===== src/rtl/hlink_fifo_buf.sv =====
// hlink_fifo_buf: HLINK activation buffer between neighbouring cores.
// Runs as the legacy overwrite register or as a show-ahead valid/ready FIFO.
`ifndef MAC_MULT_NUM
`define MAC_MULT_NUM 4
`endif
`ifndef IDATA_WIDTH
`define IDATA_WIDTH 8
`endif
module hlink_fifo_buf #(
  parameter int DATA_WIDTH = `MAC_MULT_NUM*`IDATA_WIDTH,
  parameter int DEPTH      = 4,
  parameter int CNT_WIDTH  = $clog2(DEPTH+1)
) (
  input  logic                  clk,
  input  logic                  rstn,
  input  logic                  cfg_fifo_mode,
  input  logic                  flush,
  input  logic [DATA_WIDTH-1:0] hlink_wdata,
  input  logic                  hlink_wen,
  output logic                  hlink_wready,
  output logic [DATA_WIDTH-1:0] hlink_rdata,
  output logic                  hlink_rvalid,
  input  logic                  hlink_rready,
  output logic [CNT_WIDTH-1:0]  fifo_count,
  output logic                  fifo_full,
  output logic                  fifo_empty,
  output logic                  ovf_err
);
  localparam int AW = $clog2(DEPTH);
  logic [DATA_WIDTH-1:0] mem_q [DEPTH];
  logic [DATA_WIDTH-1:0] mem_d [DEPTH];
  logic [AW-1:0] wr_ptr_q, wr_ptr_d, rd_ptr_q, rd_ptr_d;
  logic [CNT_WIDTH-1:0] count_q, count_d;
  logic ovf_q, ovf_d, mode_q, mode_d;
  logic clr, push, pop;
  // REG mode keeps both pointers at 0, so entry 0 is the register and count is the valid pulse
  assign fifo_count   = count_q;
  assign fifo_full    = count_q == CNT_WIDTH'(DEPTH);
  assign fifo_empty   = count_q == '0;
  assign hlink_rvalid = !fifo_empty;
  assign hlink_wready = !fifo_full;
  assign hlink_rdata  = mem_q[rd_ptr_q];
  assign ovf_err      = ovf_q;
  always_comb begin
    clr = flush || (cfg_fifo_mode != mode_q);
    push = !clr && hlink_wen && hlink_wready;
    pop = !clr && cfg_fifo_mode && hlink_rvalid && hlink_rready;
    mem_d = mem_q;
    if (push) mem_d[wr_ptr_q] = hlink_wdata;
    wr_ptr_d = clr ? '0 : wr_ptr_q + AW'(push && cfg_fifo_mode);
    rd_ptr_d = clr ? '0 : rd_ptr_q + AW'(pop);
    count_d = clr ? '0 : cfg_fifo_mode ? count_q + CNT_WIDTH'(push) - CNT_WIDTH'(pop) : CNT_WIDTH'(push);
    ovf_d = !clr && (ovf_q || (hlink_wen && fifo_full));
    mode_d = cfg_fifo_mode;
  end
  always_ff @(posedge clk or negedge rstn) begin
    if (!rstn) begin
      mem_q    <= '{default: '0};
      wr_ptr_q <= '0;
      rd_ptr_q <= '0;
      count_q  <= '0;
      ovf_q    <= 1'b0;
      mode_q   <= 1'b0;
    end else begin
      mem_q    <= mem_d;
      wr_ptr_q <= wr_ptr_d;
      rd_ptr_q <= rd_ptr_d;
      count_q  <= count_d;
      ovf_q    <= ovf_d;
      mode_q   <= mode_d;
    end
  end
endmodule


===== config.mk =====
export PLATFORM = sky130hd
export DESIGN_NAME = hlink_fifo_buf
export DESIGN_NICKNAME = d
export VERILOG_FILES = /design/src/rtl/hlink_fifo_buf.sv
export SDC_FILE = /design/constraint.sdc
export NUM_CORES = 1
export LEC_CHECK = 0
export CAP_MARGIN = 10
export CORE_MARGIN = 5
export CORE_UTILIZATION = 55
export DETAILED_ROUTE_END_ITERATION = 10
export HOLD_SLACK_MARGIN = 0.03
export MAX_ROUTING_LAYER = met4
export PLACE_DENSITY_LB_ADDON = 0.1
export RECOVER_POWER = 50
export SYNTH_ARGS = -nofsm -noshare
export SYNTH_HDL_FRONTEND = slang
export SYNTH_SLANG_ARGS = --single-unit

===== constraint.sdc =====
create_clock -name clk -period 2.7 [get_ports clk]
set_input_delay 0.54 -clock clk [delete_from_list [all_inputs] [get_ports clk]]
set_output_delay 0.54 -clock clk [all_outputs]
set_load 0.03 [all_outputs]

==> results of run 1 <==
[worst min path at each step]
stage | startpoint | endpoint | slack [ns] | cells after the start
detailed placement | mem_q[10]$_DFFE_PN0P_ | mem_q[10]$_DFFE_PN0P_ | 0.47 | 1
global route | mem_q[126]$_DFFE_PN0P_ | mem_q[126]$_DFFE_PN0P_ | 0.51 | 1
global placement | mem_q[8]$_DFFE_PN0P_ | mem_q[8]$_DFFE_PN0P_ | 0.46 | 1
CTS | rstn | mem_q[104]$_DFFE_PN0P_ | 0.05 | 1
finish | mem_q[70]$_DFFE_PN0P_ | mem_q[70]$_DFFE_PN0P_ | 0.49 | 1
floorplan | rstn | fifo_count[0]$_DFF_PN0_ | 0.24 | 0
[synth_stat cells, drive strengths merged]
cell	count
a21oi	2
or3	1
nor4	4
clkbuf	5
fa	1
or3b	1
buf	16
nand2	2
xnor2	2
mux2	128
nor3	1
nand3b	4
mux4	32
and2	3
nor2	7
xor2	2
ha	4
dfrtp	137
or2	1
nor3b	2
nand3	2
inv	4
[registers in the layout, indices dropped and copies added, names as in the netlist]
register	flops
mode_q	1
rd_ptr_q	2
fifo_count	3
mem_q	128
wr_ptr_q	2
ovf_err	1
[power breakdown]
part	switching, mW	internal, mW	total [mW]
combinational	0.473	0.438	0.911
sequential	0.0774	2.21	2.29
clock	0.851	1.45	2.30
total	1.40	4.10	5.50
[per-stage QoR]
step / hold slack [ns] / utilization
after global routing: 0.510 / 0.702
after global placement: 0.463 / 0.652
after floorplan: 0.244 / -
final: 0.488 / 0.702
after detailed placement: 0.471 / 0.652
after CTS: 0.0486 / 0.707
[routing by layer]
layer,up-vias,share of wire,GRT usage
li1,1536,-,-
met1,1816,0.44,0.281
met2,68,0.51,0.331
met3,12,0.040,0.0574
met4,0,0.0077,0.0634
met5,-,0,-
[repair_timing]
action                     4_1_cts  5_1_grt
setup buffers                    0        0
setup endpoints to repair        2        0
hold buffers                     0        0
gates resized for setup          2        0
[area by class of cell]
cell class	instances	share of cell area
flip-flops and latches	137	0.451
multi-input cells	199	0.330
repair buffers	101	0.116
clock buffers	20	0.0586
well taps	140	0.0230
clock inverters	12	0.0196
inverters	4	0.00197
[cell families after synthesis]
| kind of cell | Yosys count |
|---|---|
| AND/OR/NAND/NOR | 28 |
| AO/OA/AOI/OAI | 2 |
| buffers and inverters | 25 |
| flip-flops | 137 |
| adder cells (fa/ha/maj) | 5 |
| XOR/XNOR | 4 |
| multiplexers | 160 |
==> metrics.yaml, run 1 <==
cpMostUsedCell: "buf_4"
regArea_sq_um: 3430
muxShareOfSynthArea: 0.356
finalCritPeriodShare: 0.940
outcome: "finished, violations left"
gp_congestion: 0.770
synth_cells: 361
place_hpwl_um: 7750
mostFrequentLayoutCells: "dfrtp_1, mux2_2, buf_4"
crit_cells: 3
vias_per_cell: 5.60
arrival_ns: 2.00
vdd_drop_max_mv: 0.606
synth-simple-area-share: 0.0383
grt_use_total: 0.214
grt_pass1_vias: 3944
start_util: 0.561
synth_adder_area_share: 0.0115
worstMarginPinSlew_ns: 1.78
clock_skew_ns: 0.00694
crit_required_ns: 2.16
synthDistinctLibCells: 27
synth_top_family_by_area: "multiplexers"
hp-class: "reg -> reg"
path_delay_family: "multiplexers"
place_area_sq_um: 7070
yosys.area.top_type: "dfrtp_1"
startpoint: "rd_ptr_q[0]$_DFF_PN0_"
final_area_sq_um: 7610
crit_type: "reg -> out"
multi_input_area_sq_um: 2510
cpMaxStageDelayCell: "mux4_2"
fmax_mhz: 394
die_w_um: 115
final.setup.tns_ns: 0
firstDrtPassIters: 4
place_ws_ns: -0.191
timing.final.ws_setup_ns: 0.163
vias: 3432
post_drt_wl_per_cell_um: 19.8
ys_warn_count: 0
setup_viol: 0
syn_to_final_growth_pct: 25.1
placed_cells: 581
path_max_fanout: 18
cp-start-kind: "register"
cts_tree: "built"
io_pins: 78
h-tree-depth: 4
clock_tree.root_cell: "clkbuf_8"
power.static_leakage_nw: 3.49
rr_startpoint: "fifo_count[1]$_DFF_PN0_"
avgSynthCellArea_sq_um: 16.8
yosysSeqAreaShare: 0.564
syn_nets: 404
numPortBuffers: 77
synth_compound_area_frac: 0.00165
die-area_sq_um: 13300
n_antenna_cell: 0
drive_gt1_frac: 0.522
violations: "max-capacitance violations, max-slew violations"
overflow: 0
critPathBufInv: 2
fin_nets: 503
synth_xor_area_frac: 0.00700
drv_slew: 74
cellPowerDensity_nw_per_um2: 723
cpPeakStageDelay_ns: 0.58
endpoint: "hlink_rdata[2]"
grt_pass1_wl_um: 20800
reg2reg_slack_ns: 0.25
rsz0062_at_grt: "false"
cts_buffer_depth: 2
cts_made_buffers: 17
fp.dieH_um: 115
grt_max_degree: 74
clkTransAtPathRegs_ns: 0.06
cts_sinks: 137
clk_latency_ns: 0.52
power_mw: 5.50
r2r_end: "fifo_count[2]$_DFF_PN0_"
worstSetupEndpointType: "output pin"
drcViolationCount: 0
synth_seq_cells: 137
maxCapViolCount: 1
routed_wl_um: 12100
r2r_cells: 11
nFillCells: 728
slew_headroom: -0.188
hold_viol_final: 0
synthDominantCellAreaShare: 0.564
placementRows: 38
final_common_cell: "dfrtp_1"
fp.coreArea_sq_um: 10800
drt_iter0_drc: 140
path_cells: "buf_4 > mux4_2 > buf_4"
antenna_found_initial: 0
ant_nets: 0
synthTopCellsByArea: "dfrtp_1, mux2_2, mux4_2"
fin_crit_ns: 2.54
netlist_area_sq_um: 6080
final_cells: 613
(Power assumes the default switching activity.)
==> run 2: changes to the inputs <==
Settings changed: CORE_UTILIZATION 55 to 59, MAX_ROUTING_LAYER met4 to not set.
Clock period 2.7 ns to 3.03 ns, I/O delays scaled along.
==> metrics.yaml, run 2 (same netlist as run 1, synthesis figures left out) <==
die-area_sq_um: 12400
syn_to_final_growth_pct: 26.0
overflow: 0
slew_headroom: 0.225
hold_viol_final: 0
h-tree-depth: 4
grt_pass1_wl_um: 20600
antenna_found_initial: 0
met1_length_um: 5080
drv_slew: 0
mostFrequentLayoutCells: "dfrtp_1, mux2_2, clkdlybuf4s50_1"
arrival_ns: 2.33
fmax_mhz: 341
place_hpwl_um: 7670
whs_ns: 0.483
post_drt_wl_per_cell_um: 19.7
rsz0062_at_grt: "false"
pwr-share-comb: 0.169
seqPwrFrac: 0.414
outcome: "finished clean"
gp_congestion: 0.730
reg2reg_slack_ns: 0.60
fp.coreArea_sq_um: 10200
maxCapViolCount: 0
clkPwrFrac: 0.417
clock_tree.root_cell: "clkbuf_8"
fin_nets: 499
clk_latency_ns: 0.51
fp.dieH_um: 112
intPower_mw: 3.72
nFillCells: 638
worstMarginPinSlew_ns: 1.16
grt_use_total: 0.212
clock_skew_ns: 0.0109
wl_met3_um: 464
die_w_um: 112
crit_required_ns: 2.42
n_antenna_cell: 0
cellPowerDensity_nw_per_um2: 643
vias: 3452
power_mw: 4.93
grt_pass1_vias: 3985
largest_reg_flops: 128
firstDrtPassIters: 4
crit_type: "reg -> out"
setup_viol: 0
cts_buffer_depth: 2
numPortBuffers: 77
cts_tree: "built"
drcViolationCount: 0
ant_nets: 0
placementRows: 37
routed_wl_um: 11900
fin_crit_ns: 2.93
sw_frac_of_total: 0.245
drive_gt1_frac: 0.432
finalCritPeriodShare: 0.969
cts_sinks: 137
cp-start-kind: "register"
io_pins: 78
worstSetupEndpointType: "output pin"
clkTransAtPathRegs_ns: 0.06
power.static_leakage_nw: 3.47
wl_met2_um: 6230
hp-class: "reg -> reg"
vdd_drop_max_mv: 0.373
cts_made_buffers: 17
dr.max_layer_used: "met4"
path_max_fanout: 17
final_common_cell: "dfrtp_1"
top_register: "mem_q"
drt_iter0_drc: 115
start_util: 0.597
switchingPower_mw: 1.21
grt_max_degree: 94
vias_per_cell: 5.72
## run 2: cell count changes in the layout (fill, tap and decap cells not counted), sizes merged
cell,delta
dlygate4sd2,+4
clkinvlp,-2
dlymetal6s2s,+2
clkbuf,+1
dlygate4sd3,+1
clkinv,-3
buf,-34
clkdlybuf4s50,+26
## run 2: through the flow
step / utilization / setup TNS [ns] / area [sq um] / cells / worst slack [ns]
finish: 0.753 / 0 / 7660 / 604 / 0.0952
global route: 0.753 / 0 / 7660 / 604 / 0.00202
CTS: 0.757 / 0 / 7710 / 604 / 0.0359
detailed placement: 0.697 / -0.0000360 / 7100 / 571 / -0.0000360
floorplan: - / 0 / 6080 / 361 / 0.0706
global placement: 0.697 / 0 / 7100 / 571 / 0.105
## run 2: cell type report
class / instances / area (sq um) / share of cell area
clock buffer: 24 / 480 / 0.0627
clock inverter: 7 / 115 / 0.0150
inverter: 4 / 15.0 / 0.00196
multi-input combinational: 199 / 2500 / 0.326
sequential: 137 / 3430 / 0.448
tap: 136 / 170 / 0.0222
timing repair buffer: 97 / 951 / 0.124
## run 2: worst paths after layout
path,endpoint,depth (start not counted),from
setup / recovery,hlink_rdata[5],3,rd_ptr_q[0]$_DFF_PN0_
hold / removal,mem_q[110]$_DFFE_PN0P_,1,mem_q[110]$_DFFE_PN0P_
setup reg to reg,fifo_count[2]$_DFF_PN0_,11,fifo_count[1]$_DFF_PN0_
hold reg to reg,mem_q[110]$_DFFE_PN0P_,1,mem_q[110]$_DFFE_PN0P_
max in group asynchronous,mem_q[49]$_DFFE_PN0P_,3,rstn
min in group asynchronous,mem_q[41]$_DFFE_PN0P_,2,rstn
## run 2: critical path: stages (launching register included)
cell and delay, ns:
dfrtp_2 0.46, buf_12 0.22, mux4_2 0.53, clkdlybuf4s50_1 0.61
## run 2: repair_timing
item                                   4_1_cts  5_1_grt
setup endpoints to repair                   28        2
endpoints found under the hold margin       44        0
buffers inserted                             1        0
resized for setup                            6        2
hold buffers                                 1        0
pin swaps                                    0        0
## run 2: power by group through the flow
stage               logic (mW)  registers, mW  clock network [mW]
floorplan                0.505           2.04                   0
global placement         0.845           2.06                   0
detailed placement       0.861           2.07                   0
CTS                      0.852           2.04                2.10
global route             0.887           2.06                2.20
finish                   0.832           2.04                2.06
## run 2: layer usage
| metal | vias to the layer above | global-route usage |
|---|---|---|
| met5 | - | 0 |
| met4 | 0 | 0.0689 |
| met1 | 1831 | 0.273 |
| met3 | 10 | 0.0636 |
| li1 | 1539 | - |
| met2 | 72 | 0.347 |
